### src/rtl/tt_um_counter_host_pkg.sv
// Shared definitions for the counter-host tile: FSM encoding, uo_out bit map
// and the fixed seed/error constants.
package tt_um_counter_host_pkg;

  typedef enum logic [2:0] {
    ST_IDLE  = 3'd0,
    ST_WRITE = 3'd1,
    ST_TURN  = 3'd2,
    ST_READ  = 3'd3,
    ST_DONE  = 3'd4
  } state_t;

  localparam int UO_LOAD    = 0;
  localparam int UO_OE      = 1;
  localparam int UO_BUSY    = 2;
  localparam int UO_PASS    = 3;
  localparam int UO_FAIL    = 4;
  localparam int UO_ERR_LSB = 5;

  localparam logic [1:0] SEED_LSBS = 2'b11;
  localparam logic [2:0] ERR_MAX   = 3'd7;

endpackage

### src/rtl/tt_um_counter_host_checker.sv
// Readback checker: tracks the expected counter value, compares each sample
// and keeps a sticky fail flag plus a saturating mismatch count.
module tt_um_counter_host_checker
  import tt_um_counter_host_pkg::*;
(
  input  logic       clk,
  input  logic       rst_n,
  input  logic       i_clr,
  input  logic       i_load,
  input  logic [7:0] i_load_val,
  input  logic       i_sample,
  input  logic [7:0] i_data,
  output logic       o_fail,
  output logic       o_fail_next,
  output logic [2:0] o_err_cnt
);

  logic [7:0] r_expect;
  logic       w_mismatch;

  function automatic logic [2:0] sat_inc(input logic [2:0] v);
    return (v == ERR_MAX) ? v : v + 3'd1;
  endfunction

  assign w_mismatch  = i_sample && (i_data != r_expect);
  // Lets the host fold the final sample into pass on the same edge it enters DONE.
  assign o_fail_next = o_fail | w_mismatch;

  always_ff @(posedge clk) begin
    if (i_load)
      r_expect <= i_load_val;
    else if (i_sample)
      r_expect <= r_expect + 8'd1;
  end

  always_ff @(posedge clk or negedge rst_n) begin
    if (!rst_n) begin
      o_fail    <= 1'b0;
      o_err_cnt <= 3'd0;
    end else if (i_clr) begin
      o_fail    <= 1'b0;
      o_err_cnt <= 3'd0;
    end else if (w_mismatch) begin
      o_fail    <= 1'b1;
      o_err_cnt <= sat_inc(o_err_cnt);
    end
  end

endmodule

### src/rtl/tt_um_counter_host.sv
// Bus master for the load/readback counter tile: writes a seed, turns the
// shared uio bus around, then checks READ_CYCLES consecutive +1 samples.
module tt_um_counter_host
  import tt_um_counter_host_pkg::*;
#(
  parameter int READ_CYCLES = 16,
  parameter int TURN_CYCLES = 1
) (
  input  logic       clk,
  input  logic       rst_n,
  input  logic       ena,
  input  logic [7:0] ui_in,
  output logic [7:0] uo_out,
  input  logic [7:0] uio_in,
  output logic [7:0] uio_out,
  output logic [7:0] uio_oe
);

  localparam logic [3:0] TURN_LAST = 4'(TURN_CYCLES - 1);
  localparam logic [7:0] READ_LAST = 8'(READ_CYCLES - 1);
  localparam logic [7:0] TURN_ADD  = 8'(TURN_CYCLES);

  state_t     r_state;
  logic       r_start_q, r_armed;
  logic       r_load, r_oe, r_busy, r_pass;
  logic [7:0] r_seed, r_uio_out, r_uio_oe;
  logic [3:0] r_turn_cnt;
  logic [7:0] r_cyc_cnt;
  logic       w_abort, w_start_evt, w_go, w_load_exp, w_sample;
  logic       w_fail, w_fail_next;
  logic [2:0] w_err_cnt;
  logic [7:0] w_seed_in;
  logic       w_unused_ok;

  assign w_unused_ok = ena;
  assign w_abort     = ui_in[1];
  assign w_seed_in   = {ui_in[7:2], SEED_LSBS};
  // r_armed requires start to have been seen low since reset, so a level
  // held high across reset release does not launch a run.
  assign w_start_evt = ui_in[0] & ~r_start_q & r_armed & ~w_abort;
  assign w_go        = w_start_evt && (r_state == ST_IDLE || r_state == ST_DONE);
  assign w_load_exp  = !w_abort && r_state == ST_TURN && r_turn_cnt == TURN_LAST;
  assign w_sample    = !w_abort && r_state == ST_READ;

  always_ff @(posedge clk or negedge rst_n) begin
    if (!rst_n) begin
      r_start_q <= 1'b0;
      r_armed   <= 1'b0;
    end else begin
      r_start_q <= ui_in[0];
      r_armed   <= r_armed | ~ui_in[0];
    end
  end

  always_ff @(posedge clk or negedge rst_n) begin
    if (!rst_n) begin
      r_state    <= ST_IDLE;
      r_load     <= 1'b0;
      r_oe       <= 1'b0;
      r_busy     <= 1'b0;
      r_pass     <= 1'b0;
      r_seed     <= 8'd0;
      r_uio_out  <= 8'd0;
      r_uio_oe   <= 8'd0;
      r_turn_cnt <= 4'd0;
      r_cyc_cnt  <= 8'd0;
    end else if (w_abort) begin
      r_state   <= ST_IDLE;
      r_load    <= 1'b0;
      r_oe      <= 1'b0;
      r_busy    <= 1'b0;
      r_pass    <= 1'b0;
      r_uio_out <= 8'd0;
      r_uio_oe  <= 8'd0;
    end else begin
      case (r_state)
        ST_IDLE, ST_DONE: begin
          if (w_go) begin
            r_state    <= ST_WRITE;
            r_seed     <= w_seed_in;
            r_uio_out  <= w_seed_in;
            r_uio_oe   <= 8'hFF;
            r_load     <= 1'b1;
            r_busy     <= 1'b1;
            r_pass     <= 1'b0;
            r_turn_cnt <= 4'd0;
            r_cyc_cnt  <= 8'd0;
          end
        end
        ST_WRITE: begin
          r_state   <= ST_TURN;
          r_uio_out <= 8'd0;
          r_uio_oe  <= 8'd0;
          r_load    <= 1'b0;
        end
        ST_TURN: begin
          if (r_turn_cnt == TURN_LAST) begin
            r_state <= ST_READ;
            r_oe    <= 1'b1;
          end else begin
            r_turn_cnt <= r_turn_cnt + 4'd1;
          end
        end
        ST_READ: begin
          if (r_cyc_cnt == READ_LAST) begin
            r_state <= ST_DONE;
            r_oe    <= 1'b0;
            r_busy  <= 1'b0;
            r_pass  <= !w_fail_next;
          end else begin
            r_cyc_cnt <= r_cyc_cnt + 8'd1;
          end
        end
        default: r_state <= ST_IDLE;
      endcase
    end
  end

  tt_um_counter_host_checker u_checker (
    .clk         (clk),
    .rst_n       (rst_n),
    .i_clr       (w_go | w_abort),
    .i_load      (w_load_exp),
    .i_load_val  (r_seed + TURN_ADD),
    .i_sample    (w_sample),
    .i_data      (uio_in),
    .o_fail      (w_fail),
    .o_fail_next (w_fail_next),
    .o_err_cnt   (w_err_cnt)
  );

  always_comb begin
    uo_out                     = 8'd0;
    uo_out[UO_LOAD]            = r_load;
    uo_out[UO_OE]              = r_oe;
    uo_out[UO_BUSY]            = r_busy;
    uo_out[UO_PASS]            = r_pass;
    uo_out[UO_FAIL]            = w_fail;
    uo_out[UO_ERR_LSB +: 3]    = w_err_cnt;
  end

  assign uio_out = r_uio_out;
  assign uio_oe  = r_uio_oe;

endmodule

### config.mk
export PLATFORM = sky130hd
export DESIGN_NAME = tt_um_counter_host
export DESIGN_NICKNAME = d
export VERILOG_FILES = /design/src/rtl/tt_um_counter_host_pkg.sv /design/src/rtl/tt_um_counter_host_checker.sv /design/src/rtl/tt_um_counter_host.sv
export SDC_FILE = /design/constraint.sdc
export NUM_CORES = 1
export LEC_CHECK = 0
export BUFFER_PORTS_ARGS = -buffer_cell sky130_fd_sc_hd__buf_2
export CORE_MARGIN = 2
export CORE_UTILIZATION = 60
export DETAILED_ROUTE_END_ITERATION = 16
export HOLD_SLACK_MARGIN = 0.15
export PLACE_DENSITY = 0.93
export SLEW_MARGIN = 30
export SYNTH_ARGS = -nofsm -noshare
export SYNTH_HDL_FRONTEND = slang
export SYNTH_SLANG_ARGS = --single-unit
### constraint.sdc
create_clock -name clk -period 4.1 [get_ports clk]
set_clock_uncertainty 0.05 [all_clocks]
set_input_delay 0.205 -clock clk [delete_from_list [all_inputs] [get_ports clk]]
set_output_delay 0.205 -clock clk [all_outputs]
set_load 0.02 [all_outputs]
==> impl_metrics.csv, run 1 <==
group,metric,value,unit
outcome,outcome,"completed",
cells_and_area,area_added_between_synthesis_and_finish,9.92,%
synthesis,yosys_most_used_dff,"sky130_fd_sc_hd__dfrtp_1",
worst_setup_path,arrival_time_at_the_worst_endpoint,2810,ps
clock_tree,cts-root-buf,"sky130_fd_sc_hd__clkbuf_8",
global_route,first_global_vias,1662,
floorplanning,design.core.area,4000,sq um
clock_tree,ctsLongestPathBuffers,2,
synthesis,ys_top_cells_by_count,"sky130_fd_sc_hd__dfrtp_1, sky130_fd_sc_hd__nand2_1, sky130_fd_sc_hd__buf_4, sky130_fd_sc_hd__xnor2_1, sky130_fd_sc_hd__nor2_1",
synthesis,syn-mean-instance-area,10.4,sq um
timing,slew_violations,0,
cells_and_area,final_layout_size_suffix_gt1_frac,0.218,
clock_tree,cts_inserted_buffers,5,
floorplanning,die_area,4690,sq um
placement,gp_routability_congestion,0.792,
worst_setup_path,cp_num_buf_inv,1,
synthesis,synthesis.instances,239,
floorplanning,io_pins,43,
placement,placement.io_buffers,41,
timing,setup_repair_after_global_routing_missed_its_margin,"false",
routing,dr.max_layer_used,"met4",
worst_setup_path,critical_path_cell_by_cell,"inv_1 -> ha_1 -> nor3b_1 -> nand3_1 -> mux2_2 -> ha_1 -> nand3_1 -> nor2_1 -> xnor2_1 -> mux2i_1",
floorplanning,floorplan.initialDensity,0.624,
routing,vias,1790,
placement,hpwlAfterDp,3120,microns
worst_setup_path,timing.critical_path.max_delay_family,"simple AND/OR/NAND/NOR gates",
worst_setup_path,crit_path_top_delay_cell,"sky130_fd_sc_hd__nand3_1",
global_route,number_of_antenna_violations_at_the_first_check_in_global_routing,0,
power_and_ir_drop,p_comb_frac,0.263,
flow_run,max-cap-violations,0,
worst_setup_path,slowest_cell_delay_on_critical_path,490,ps
synthesis,yosysTopAreaCell,"sky130_fd_sc_hd__dfrtp_1",
clock_tree,htree_num_levels,2,
global_route,wire_length_of_the_first_global_routing_pass,7380,microns
synthesis,synth.yosys.seq_area_share,0.477,
power_and_ir_drop,power_switching_share,0.327,
timing,worst-slew-pin-transition,865,ps
synthesis,synthMostInstantiatedCell,"sky130_fd_sc_hd__dfrtp_1",
placement,detailedPlace.worstSlack,1290,ps
floorplanning,rows,23,
timing,timing.final.hold_violations,0,
routing,dr.pass1.iters,4,
routing,detail_route.wirelength,4380,microns
clock_tree,cts.clk_slew.worst_paths,80,ps
clock_tree,clock_net_sink_count,46,
worst_setup_path,setup.worst_path.start_class,"register",
synthesis,ys_types,42,
synthesis,netlist_area,2500,sq um
clock_tree,post-cts-setup-buffer-count,0,
cells_and_area,antenna_cells_inserted,0,
clock_tree,clk_latency,300,ps
power_and_ir_drop,power_frac_clock,0.218,
power_and_ir_drop,share_seq_of_total_power,0.519,
cells_and_area,layout.cells.non_filler,321,
routing,wl_met3,275,microns
routing,wirelength_met1,2050,microns
cells_and_area,final_core_utilization,0.686,
synthesis,synth_seq_cells,46,
timing,period_needed,2830,ps
cells_and_area,number_of_nets_in_the_final_layout,296,
routing,detail_route.vias_per_cell,5.58,
synthesis,netlist_top_cells_area,"sky130_fd_sc_hd__dfrtp_1, sky130_fd_sc_hd__edfxtp_1, sky130_fd_sc_hd__xnor2_1, sky130_fd_sc_hd__buf_4, sky130_fd_sc_hd__nand2_1",
synthesis,yosysWarnings,0,
timing,layout_setup_ws,1270,ps
routing,detailroute.wirelength.met2,2010,microns
synthesis,synth_enable_flop_cells,8,
placement,placed_cells_incl_taps,306,
global_route,residual_overflow_from_global_routing,0,
global_route,grt_util_all_layers,0.212,
routing,detail_route.wl_per_cell,13.6,microns
floorplanning,die-height,68.5,microns
hold_path,hold_removal_path_class,"in -> reg",
timing,setup_violations,0,
power_and_ir_drop,peakVddDrop,0.258,mV
worst_setup_path,crit_path_max_fanout,13,
timing,worst_slew_margin_rel,0.423,
timing,highest_clock_frequency_the_design_can_meet,354,MHz
power_and_ir_drop,power_switching,0.000382,W
synthesis,synth_fp_nets,264,
worst_setup_path,crit_end_element,"register",
clock_tree,tritoncts_clock_tree,"yes",
worst_setup_path,critPathRequiredTime,4080,ps
routing,route.detailed.drc,0,
power_and_ir_drop,internal,0.000787,W
power_and_ir_drop,power_per_cell_area,426,nW/um^2
routing,dr.first_iter.drc_count,151,
routing,drt.antenna.violating_nets,0,
timing,timing.setup.tns,0,ps
synthesis,synth.top_cell.area_share,0.381,
power_and_ir_drop,cellLeakagePower,1.31,nW
timing,layout_worst_path_cycle_share,0.690,
timing,final.hold.worst_slack,206,ps
worst_setup_path,criticalPathCategory,"reg -> reg",
synthesis,synth_async_sr_flop_share,0.826,
global_route,pin_count_of_the_biggest_net_entering_global_routing,39,
floorplanning,die_width,68.5,microns
==> worst paths after layout <==
| path | start | endpoint | slack [ps] | depth (start not counted) |
|---|---|---|---|---|
| max | r_turn_cnt[0] | u_checker.r_expect[6] | 1270 | 10 |
| min | ui_in[1] | u_checker.o_fail | 210 | 2 |
| max reg2reg | r_turn_cnt[0] | u_checker.r_expect[6] | 1270 | 10 |
| min reg2reg | r_armed | r_armed | 430 | 1 |
| max in group asynchronous | rst_n | r_seed[6] | 2990 | 2 |
| min in group asynchronous | rst_n | r_state[0] | 490 | 2 |
==> layout make-up <==
cell class	instances	area, sq um
clock buffer	5	68.8
clock inverter	2	10.0
fill	292	1260
inverter	8	30.0
multi-input combinational	161	1100
sequential	46	1190
tap	50	62.6
timing repair buffer	49	285
==> cells by family after synthesis <==
family                   share of synthesized area
flip-flops                                   0.477
AND/OR/NAND/NOR                              0.194
multiplexers                                0.0441
XOR/XNOR                                    0.0807
buffers and inverters                       0.0837
AO/OA/AOI/OAI                               0.0902
adder cells (fa/ha/maj)                     0.0301
==> cell usage in the layout, fill, tap and decap left out, types with 3 or more instances in the layout <==
master / instances
sky130_fd_sc_hd__nand4_1: 7
sky130_fd_sc_hd__nand2b_1: 3
sky130_fd_sc_hd__nor3b_1: 4
sky130_fd_sc_hd__or3_1: 4
sky130_fd_sc_hd__nand2_1: 29
sky130_fd_sc_hd__buf_2: 41
sky130_fd_sc_hd__a211oi_1: 3
sky130_fd_sc_hd__xnor2_1: 17
sky130_fd_sc_hd__mux2_2: 4
sky130_fd_sc_hd__o21ai_0: 9
sky130_fd_sc_hd__ha_1: 6
sky130_fd_sc_hd__a22o_1: 7
sky130_fd_sc_hd__inv_1: 8
sky130_fd_sc_hd__a21oi_1: 10
sky130_fd_sc_hd__nand3_1: 8
sky130_fd_sc_hd__and3_1: 4
sky130_fd_sc_hd__xor2_1: 6
sky130_fd_sc_hd__mux2i_1: 5
sky130_fd_sc_hd__clkbuf_8: 5
sky130_fd_sc_hd__dfrtp_1: 38
sky130_fd_sc_hd__nor2_1: 12
sky130_fd_sc_hd__edfxtp_1: 8
sky130_fd_sc_hd__dlygate4sd3_1: 8
==> worst reg2reg max path: cells and delay by family (launching register included) <==
| family | cells | cell delay [ps] |
|---|---|---|
| buffers and inverters | 1 | 90 |
| adders and majority gates | 2 | 380 |
| muxes | 2 | 540 |
| xor gates and xnor gates | 1 | 150 |
| and+or+nand+nor | 4 | 960 |
| DFF | 1 | 400 |
==> flip-flops by register name (all words and copies together) (netlist names), 3 cells and up <==
register / flops
r_cyc_cnt: 8
r_seed: 7
r_state: 3
r_turn_cnt: 4
u_checker.o_err_cnt: 3
u_checker.r_expect: 8
uio_out: 7
==> per-layer routing <==
layer / up-vias / track usage
li1: 886 / -
met1: 838 / 0.291
met2: 62 / 0.343
met3: 4 / 0.0536
met4: 0 / 0.0450
met5: - / 0
==> repair_timing <==
item                                   in CTS  in global routing
gates resized for setup                     0                  0
endpoints found under the hold margin      52                  0
hold buffers                                8                  0
==> power groups by stage <==
stage          Sequential [W]  Combinational [W]  Clock, W
3_5_place_dp         0.000615           0.000302         0
4_1_cts              0.000607           0.000310  0.000262
6_report             0.000607           0.000307  0.000254
3_3_place_gp         0.000612           0.000293         0
5_1_grt              0.000619           0.000348  0.000282
2_1_floorplan        0.000598           0.000271         0
==> through the flow <==
step                      area (sq um)  power [W]
after floorplan                   2500   0.000869
after global placement            2580   0.000904
after detailed placement          2580   0.000917
after CTS                         2740    0.00118
after global routing              2740    0.00125
final                             2740    0.00117
Power figures use the tool's default switching activity.
==> run 2, diff against run 1 <==
- CORE_UTILIZATION: 60 -> 56
- PLACE_DENSITY: 0.93 -> 0.88
- clock period: 4.1 -> 2.71 ns (I/O delays scaled with it)
==> run 2 against run 1 <==
Utilization down 4.1 points; total power up 56%; register-to-register slack worse by 970 ps; die area up 6.7%; highest routed layer unchanged; non-clock buffer count up 4; critical endpoint unchanged; largest cell class unchanged; global-route usage down 1.4 points; maximum frequency up 18%; wire length up 6.2%; sequential share of layout area down 0.70 points; cell count up 2.2%.
==> impl_metrics.csv, run 2 (synthesis results as in run 1) <==
group,metric,value,unit
clock_tree,cts.clk_slew.worst_paths,100,ps
timing,timing.final.hold_violations,0,
timing,slew_violations,0,
clock_tree,clock_net_sink_count,46,
floorplanning,die-height,70.8,microns
global_route,pin_count_of_the_biggest_net_entering_global_routing,39,
worst_setup_path,rrSetupSlack,300,ps
power_and_ir_drop,cellLeakagePower,1.33,nW
cells_and_area,most_common_cell_after_layout_fill_and_taps_aside,"sky130_fd_sc_hd__buf_2",
power_and_ir_drop,peakVddDrop,0.322,mV
placement,gp_routability_congestion,0.826,
cells_and_area,largestRegisters,"r_cyc_cnt x8, u_checker.r_expect x8",
timing,setup_violations,0,
cells_and_area,area_added_between_synthesis_and_finish,11.7,%
cells_and_area,final_core_utilization,0.645,
worst_setup_path,criticalPathCategory,"reg -> reg",
worst_setup_path,setup.worst_path.start_class,"register",
timing,period_needed,2410,ps
timing,highest_clock_frequency_the_design_can_meet,416,MHz
global_route,residual_overflow_from_global_routing,0,
worst_setup_path,crit_path_max_fanout,3,
floorplanning,floorplan.initialDensity,0.577,
placement,hpwlAfterDp,3420,microns
routing,dr.first_iter.drc_count,185,
timing,setup_repair_after_global_routing_missed_its_margin,"false",
routing,detail_route.wirelength,4650,microns
routing,detail_route.wl_per_cell,14.2,microns
timing,worst-slew-pin-transition,844,ps
cells_and_area,mostFrequentLayoutCells,"sky130_fd_sc_hd__buf_2, sky130_fd_sc_hd__dfrtp_1, sky130_fd_sc_hd__nand2_1",
worst_setup_path,crit_end,"u_checker.r_expect[6]",
clock_tree,cts_inserted_buffers,5,
global_route,grt_util_all_layers,0.198,
floorplanning,rows,24,
worst_setup_path,worstSetupStartpoint,"r_turn_cnt[0]",
clock_tree,clk_latency,300,ps
cells_and_area,number_of_nets_in_the_final_layout,300,
global_route,number_of_antenna_violations_at_the_first_check_in_global_routing,0,
timing,timing.setup.tns,0,ps
floorplanning,die_area,5010,sq um
worst_setup_path,crit_end_element,"register",
power_and_ir_drop,power_per_cell_area,652,nW/um^2
global_route,wire_length_of_the_first_global_routing_pass,7900,microns
clock_tree,ctsLongestPathBuffers,2,
floorplanning,design.core.area,4320,sq um
cells_and_area,antenna_cells_inserted,0,
placement,placement.io_buffers,41,
clock_tree,post-cts-setup-buffer-count,0,
routing,route.detailed.drc,0,
global_route,first_global_vias,1768,
clock_tree,cts-root-buf,"sky130_fd_sc_hd__clkbuf_8",
floorplanning,die_width,70.8,microns
routing,detail_route.vias_per_cell,5.61,
timing,worst_slew_margin_rel,0.438,
routing,dr.pass1.iters,4,
clock_tree,tritoncts_clock_tree,"yes",
worst_setup_path,critPathRequiredTime,2710,ps
clock_tree,post_cts_hold_buffer_count,9,
routing,drt.antenna.violating_nets,0,
timing,layout_setup_ws,304,ps
clock_tree,gates_resized_cts_repair,0,
routing,vias,1840,
worst_setup_path,worst_r2r_path_depth,10,
timing,layout_worst_path_cycle_share,0.888,
hold_path,hold_removal_path_class,"in -> reg",
worst_setup_path,arrival_time_at_the_worst_endpoint,2410,ps
flow_run,max-cap-violations,0,
worst_setup_path,reg2reg_from,"r_turn_cnt[0]",
worst_setup_path,rr_endpoint,"u_checker.r_expect[6]",
clock_tree,htree_num_levels,2,
outcome,outcome,"completed",
floorplanning,io_pins,43,
placement,detailedPlace.worstSlack,310,ps
cells_and_area,final_layout_size_suffix_gt1_frac,0.228,
cells_and_area,num-fill-cells,347,
-- run 2: cell count changes in the layout (fill, tap and decap cells not counted) --
cell,delta
sky130_fd_sc_hd__buf_4,+3
sky130_fd_sc_hd__clkinv_2,-1
sky130_fd_sc_hd__clkinv_4,+1
sky130_fd_sc_hd__dlygate4sd3_1,+1
sky130_fd_sc_hd__inv_4,+1
-- run 2: final cells by class --
type                       instances  area [sq um]  area share
sequential                        46          1190       0.427
timing repair buffer              53           318       0.114
clock buffer                       5          68.8      0.0247
tap                               52          65.1      0.0233
inverter                           8          30.0      0.0108
multi-input combinational        161          1100       0.393
clock inverter                     3          20.0     0.00718
-- run 2: stage by stage --
stage | total power (W) | std cells | area, sq um | hold WS [ps]
floorplan | 0.00132 | 239 | 2500 | -210
global placement | 0.00138 | 311 | 2610 | 229
global route | 0.00193 | 328 | 2790 | 418
detailed placement | 0.00140 | 311 | 2610 | 239
finish | 0.00182 | 328 | 2790 | 395
CTS | 0.00183 | 328 | 2790 | 419
-- run 2: power by group --
group | internal, W | switching (W)
Combinational | 0.000220 | 0.000268
Clock | 0.000182 | 0.000238
Sequential | 0.000809 | 0.000101
Total | 0.00121 | 0.000608
-- run 2: how the worst min path moves through the flow --
stage	slack [ps]	end	startpoint	depth (start not counted)
floorplan	-210	r_armed	rst_n	0
detailed placement	240	r_turn_cnt[1]	rst_n	1
finish	390	u_checker.o_fail	uio_in[5]	5
global placement	230	r_start_q	ui_in[0]	1
CTS	420	u_checker.o_fail	uio_in[5]	5
global route	420	r_pass	uio_in[5]	5
-- run 2: worst max-delay path: stages (launching register included) --
cell                      delay [ps]
sky130_fd_sc_hd__dfrtp_1         400
sky130_fd_sc_hd__inv_1           100
sky130_fd_sc_hd__ha_1            160
sky130_fd_sc_hd__nor3b_1         250
sky130_fd_sc_hd__nand3_1         210
sky130_fd_sc_hd__mux2_2          270
sky130_fd_sc_hd__ha_1            210
sky130_fd_sc_hd__nand3_1         130
sky130_fd_sc_hd__nor2_1          160
sky130_fd_sc_hd__xnor2_1         130
sky130_fd_sc_hd__mux2i_1          90
-- run 2: per-layer routing --
layer / global-route usage / vias to the layer above / wire length [microns]
li1: - / 899 / -
met1: 0.263 / 870 / 2080
met2: 0.325 / 61 / 2200
met3: 0.0442 / 10 / 286
met4: 0.0671 / 0 / 82
met5: 0 / - / 0
